--- config.mk ---
export PLATFORM = sky130hd
export DESIGN_NAME = multi_chan_delay_pipe
export DESIGN_NICKNAME = d
export VERILOG_FILES = /design/src/rtl/multi_chan_delay_pipe.sv
export SDC_FILE = /design/constraint.sdc
export NUM_CORES = 1
export LEC_CHECK = 0
export ABC_AREA = 0
export CORE_MARGIN = 2
export CORE_UTILIZATION = 45
export CTS_BUF_LIST = sky130_fd_sc_hd__clkbuf_16
export CTS_CLUSTER_DIAMETER = 80
export DETAILED_ROUTE_END_ITERATION = 8
export GPL_TIMING_DRIVEN = 0
export PLACE_DENSITY = 0.91
export SLEW_MARGIN = 20
export SYNTH_ARGS = -nofsm -noshare
export SYNTH_HDL_FRONTEND = slang
export SYNTH_SLANG_ARGS = --single-unit
--- constraint.sdc ---
create_clock -name clk -period 4.65 [get_ports clk]
set_input_delay 1.1625 -clock clk [delete_from_list [all_inputs] [get_ports clk]]
set_output_delay 1.1625 -clock clk [all_outputs]
set_load 0.01 [all_outputs]
--- src/rtl/multi_chan_delay_pipe.sv ---
// ----------------------------------------------------------------------------
// multi_chan_delay_pipe
//
// NUM_CH independent delay lines, each DATA_W bits wide and DEPTH stages deep,
// with per-lane advance enables. A free-running counter drives a fault
// injector: when the counter equals SKIP_CYCLE (and SKIP_EN is set), every
// real lane is frozen for that cycle. A shadow copy of each lane advances on
// en_in alone and is compared against the real lane's last stage. Any
// difference latches a sticky per-lane mismatch flag. An instruction packet
// is also registered, with a one-cycle valid pulse after each capture.
//
// Ports:
//   clk           sole clock, all state on posedge
//   rst_n         asynchronous active-low reset
//   din           lane ch data at [ch*DATA_W +: DATA_W]
//   en_in         per-lane advance enable
//   dout          last real stage of each lane
//   inst_in       packed {instr[16:0], addr[9:0]}
//   inst_vld      capture strobe for inst_in
//   inst_q        last captured packet
//   inst_q_vld    high for the cycle after a capture
//   ctr           free-running cycle counter (wraps)
//   skip_pulse    high during the cycle whose edge is suppressed
//   clr_mismatch  synchronous clear of mismatch flags (wins over a set)
//   mismatch      sticky per-lane real/shadow divergence flags
// ----------------------------------------------------------------------------
module multi_chan_delay_pipe #(
    parameter int NUM_CH     = 4,
    parameter int DATA_W     = 1,
    parameter int DEPTH      = 1,
    parameter int CTR_W      = 11,
    parameter int SKIP_EN    = 1,
    parameter int SKIP_CYCLE = 40
) (
    input  logic                       clk,
    input  logic                       rst_n,
    input  logic [NUM_CH*DATA_W-1:0]   din,
    input  logic [NUM_CH-1:0]          en_in,
    output logic [NUM_CH*DATA_W-1:0]   dout,
    input  logic [26:0]                inst_in,
    input  logic                       inst_vld,
    output logic [26:0]                inst_q,
    output logic                       inst_q_vld,
    output logic [CTR_W-1:0]           ctr,
    output logic                       skip_pulse,
    input  logic                       clr_mismatch,
    output logic [NUM_CH-1:0]          mismatch
);

    typedef struct packed {
        logic [16:0] instr;
        logic [9:0]  addr;
    } inst_pkt_t;

    localparam logic [CTR_W-1:0] LP_SKIP_AT = CTR_W'(SKIP_CYCLE);

    logic [CTR_W-1:0]  r_ctr;
    logic              w_skip;
    logic [NUM_CH-1:0] w_diff;
    logic [NUM_CH-1:0] r_mismatch;
    inst_pkt_t         r_inst;
    logic              r_inst_vld;

    // Free-running counter; natural wrap at 2**CTR_W.
    always_ff @(posedge clk or negedge rst_n) begin
        if (!rst_n) begin
            r_ctr <= '0;
        end else begin
            r_ctr <= r_ctr + CTR_W'(1);
        end
    end

    assign w_skip     = (SKIP_EN != 0) && (r_ctr == LP_SKIP_AT);
    assign skip_pulse = w_skip;
    assign ctr        = r_ctr;

    for (genvar ch = 0; ch < NUM_CH; ch++) begin : g_lane
        logic [DATA_W-1:0] r_real   [DEPTH];
        logic [DATA_W-1:0] r_shadow [DEPTH];
        logic              w_adv_real;

        // The real lane sees the injected fault; the shadow does not.
        assign w_adv_real = en_in[ch] && !w_skip;

        always_ff @(posedge clk or negedge rst_n) begin
            if (!rst_n) begin
                for (int k = 0; k < DEPTH; k++) begin
                    r_real[k] <= '0;
                end
            end else if (w_adv_real) begin
                r_real[0] <= din[ch*DATA_W +: DATA_W];
                for (int k = 1; k < DEPTH; k++) begin
                    r_real[k] <= r_real[k-1];
                end
            end
        end

        always_ff @(posedge clk or negedge rst_n) begin
            if (!rst_n) begin
                for (int k = 0; k < DEPTH; k++) begin
                    r_shadow[k] <= '0;
                end
            end else if (en_in[ch]) begin
                r_shadow[0] <= din[ch*DATA_W +: DATA_W];
                for (int k = 1; k < DEPTH; k++) begin
                    r_shadow[k] <= r_shadow[k-1];
                end
            end
        end

        assign dout[ch*DATA_W +: DATA_W] = r_real[DEPTH-1];
        assign w_diff[ch]                = (r_real[DEPTH-1] != r_shadow[DEPTH-1]);
    end

    // Sticky flags; a clear in the same cycle as a new divergence wins.
    always_ff @(posedge clk or negedge rst_n) begin
        if (!rst_n) begin
            r_mismatch <= '0;
        end else if (clr_mismatch) begin
            r_mismatch <= '0;
        end else begin
            r_mismatch <= r_mismatch | w_diff;
        end
    end

    assign mismatch = r_mismatch;

    always_ff @(posedge clk or negedge rst_n) begin
        if (!rst_n) begin
            r_inst     <= '0;
            r_inst_vld <= 1'b0;
        end else begin
            r_inst_vld <= inst_vld;
            if (inst_vld) begin
                r_inst <= inst_pkt_t'(inst_in);
            end
        end
    end

    assign inst_q     = r_inst;
    assign inst_q_vld = r_inst_vld;

endmodule

==> metrics.md <==
| Metric | Value |
|---|---|
| Initial DRC Count | 97 |
| Max-cap viol count | 0 |
| Most common cell after layout, fill and taps aside | clkdlybuf4s50_1 |
| Input/output buffers | 86 |
| Vias | 1,447 |
| Pwr per Cell Area | 346 nW/um^2 |
| Number of hold buffers added after CTS | 0 |
| Fill cells | 328 |
| First-pass GRT wire length | 7.38 mm |
| Switching share of power | 21.4% |
| Vias in the first global route | 1,472 |
| CP Max Fanout | 7 |
| CTS tree | done |
| TNS Setup | 0 ps |
| Placer congestion estimate | 0.718 |
| Root Buffer Master | clkbuf_16 |
| Slew @ Worst Pin | 625 ps |
| Largest net degree at the start of global routing | 52 |
| Post-Syn Nets | 178 |
| Synth unique cells | 21 |
| Clock Skew | 2.74 ps |
| Num CTS Buffers | 5 |
| Die Width | 71.1 um |
| Number of remaining DRC errors | 0 |
| CTS sink cnt | 51 |
| IR drop worst, VDD | 0.207 mV |
| Latest clock arrival within the worst-skew pair | 280 ps |
| Vias per Instance | 5.11 |
| Sequential fraction of the synthesis area | 63.0% |
| Final setup fails | 0 |
| Fin. max-slew vios | 0 |
| Final net count | 271 |
| Buf+Inv Stages, Crit Path | 2 |
| HPWL Detailed | 3.42 mm |
| Kind of critical path | reg -> out |
| Die H | 71.1 um |
| Comb power frac | 16.6% |
| Leakage | 1.31 nW |
| Commonest cells after routing, fill and taps aside | clkdlybuf4s50_1 (85), dfrtp_1 (51), mux2_2 (31) |
| Post-Syn Instances | 137 |
| CP endpoint kind | output port |
| Clk slew on worst S/H paths | 60 ps |
| Crit-path leading delay family | simple AND/OR/NAND/NOR gates |
| Core Rows | 24 |
| Total track usage | 19.2% |
| CP Launch Type | flip-flop |
| Starting Density | 46.6% |
| Sw Pwr | 230 uW |
| Crit path cell chain | inv_1 -> ha_1 -> or4b_4 -> nor3_1 -> clkdlybuf4s50_1 |
| Clock group share of total power | 37.0% |
| Slew HR | 58.3% |
| Area grow syn2layout | 53.6% |
| Unrepaired setup endpoints after global routing | no |
| Post-CTS setup buffer count | 0 |
| Final period utilization | 73.9% |
| H-Tree Depth | 2 |
| Worst min path class | reg -> reg |
| Worst Path Required | 3490 ps |
| Placed cells | 275 |
| Io pins | 87 |
| DR WL/cell | 15.9 um |
| DR pass1 iterations | 2 |
| Number of antenna violations at the first check in global routing | 0 |
| Reg power frac | 46.5% |
| GRT overflow | 0 |
| Clock buffer depth | 2 |
| Status | finished clean |
| Endpoints failing hold | 0 |
| Core area | 4350 um^2 |
| Crit path arrival time | 2270 ps |
| Share of cells above drive strength 1 | 20.8% |
| N_diodes | 0 |
| DIE AREA | 5060 um^2 |
| F_max | 0.291 GHz |
| Yosys warnings | 0 |
| Crit path time final | 3440 ps |
| Routed Antenna Nets | 0 |
| Register bit total from synthesis | 51 |
| Final wirelength | 4.49 mm |
| Synthesized area | 2030 um^2 |
| Pint | 847 uW |
| Non-filler instance count after layout | 283 |
| Mean Syn Cell Area | 14.8 um^2 |
| Worst path max stage delay | 570 ps |
| Slowest library cell on the worst path | clkdlybuf4s50_1 |
| CTS resizes | 0 |
[final cells by class]
cell class	count	area [um^2]	area share [%]
Timing Repair Buffer	86	858	27.6
Tap cell	52	65.1	2.09
Inverter	2	7.51	0.241
Clock inverter	3	38.8	1.25
Multi-Input combinational cell	77	701	22.5
Clock buffer	5	125	4.02
Sequential cell	51	1280	41.0
Buffer	7	42.5	1.37
[final timing paths]
| kind | start | end | slack, ps | cells past startpoint |
|---|---|---|---|---|
| worst max-delay path | ctr[0]$_DFF_PN0_ | skip_pulse | 1210 | 5 |
| worst max register to register | ctr[0]$_DFF_PN0_ | g_lane[3].r_real$_DFFE_PN0P_ | 2670 | 5 |
| worst min-delay path | ctr[10]$_DFF_PN0_ | ctr[10]$_DFF_PN0_ | 500 | 1 |
| min in group asynchronous | rst_n | inst_q[15]$_DFFE_PN0P_ | 890 | 1 |
| max in group asynchronous | rst_n | inst_q[18]$_DFFE_PN0P_ | 3340 | 1 |
| worst min register to register | ctr[10]$_DFF_PN0_ | ctr[10]$_DFF_PN0_ | 500 | 1 |
[layer usage]
layer | track usage (%) | vias up | part of all wire, %
li1 | - | 662 | -
met1 | 23.5 | 710 | 42
met2 | 32.0 | 68 | 48
met3 | 6.98 | 7 | 9.7
met4 | 5.66 | 0 | 1.1
met5 | 0 | - | 0
[cells in the mapped netlist]
| cell | instances | area (um^2) |
|---|---|---|
| and3_1 | 1 | 6.26 |
| and3_2 | 1 | 7.51 |
| and4_1 | 1 | 8.76 |
| buf_1 | 2 | 7.51 |
| buf_2 | 1 | 5.00 |
| buf_4 | 4 | 30.0 |
| dfrtp_1 | 51 | 1280 |
| ha_1 | 2 | 25.0 |
| inv_1 | 2 | 7.51 |
| mux2_1 | 4 | 45.0 |
| mux2_2 | 31 | 349 |
| nand2_1 | 1 | 3.75 |
| nand3_1 | 3 | 15.0 |
| nand4_1 | 4 | 25.0 |
| nor2_1 | 8 | 30.0 |
| nor3_1 | 1 | 5.00 |
| o31ai_1 | 4 | 30.0 |
| or2b_2 | 1 | 8.76 |
| or4b_4 | 2 | 27.5 |
| xnor2_1 | 8 | 70.1 |
| xor2_1 | 5 | 43.8 |
[registers in the layout (all words and copies together) (netlist names)]
register,cells
ctr,11
g_lane.r_real,4
g_lane.r_shadow,4
inst_q,27
inst_q_vld,1
mismatch,4
[power by group through the flow]
stage | sequential (mW) | clock [mW] | combinational, mW
after CTS | 0.500 | 0.409 | 0.182
after floorplan | 0.520 | 0 | 0.0508
final | 0.500 | 0.398 | 0.178
after global placement | 0.505 | 0 | 0.177
after global routing | 0.504 | 0.424 | 0.191
after detailed placement | 0.509 | 0 | 0.181
[worst register-to-register path: stages, from the launching register on]
cell and delay, ps:
dfrtp_1 460, inv_1 100, ha_1 140, or4b_4 500, o31ai_1 310, mux2_1 350
[cell families after synthesis]
logic type,after synthesis,synth area share [%]
multiplexers,35,19.4
adder cells (fa/ha/maj),2,1.23
flip-flops,51,63.0
AND/OR/NAND/NOR,23,6.79
buffers and inverters,9,2.47
AO/OA/AOI/OAI,4,1.48
XOR/XNOR,13,5.62
[stage by stage]
stage	util, %	instance area, um^2	hold WS (ps)	setup slack, ps	power [mW]
5_1_grt	71.5	3110	521	1100	1.12
6_report	71.5	3110	498	1210	1.08
4_1_cts	71.5	3110	502	1190	1.09
3_3_place_gp	67.8	2950	481	946	0.682
3_5_place_dp	67.8	2950	493	1530	0.690
2_1_floorplan	-	2030	501	2030	0.570
No activity file was read; power rests on OpenSTA's default activity.
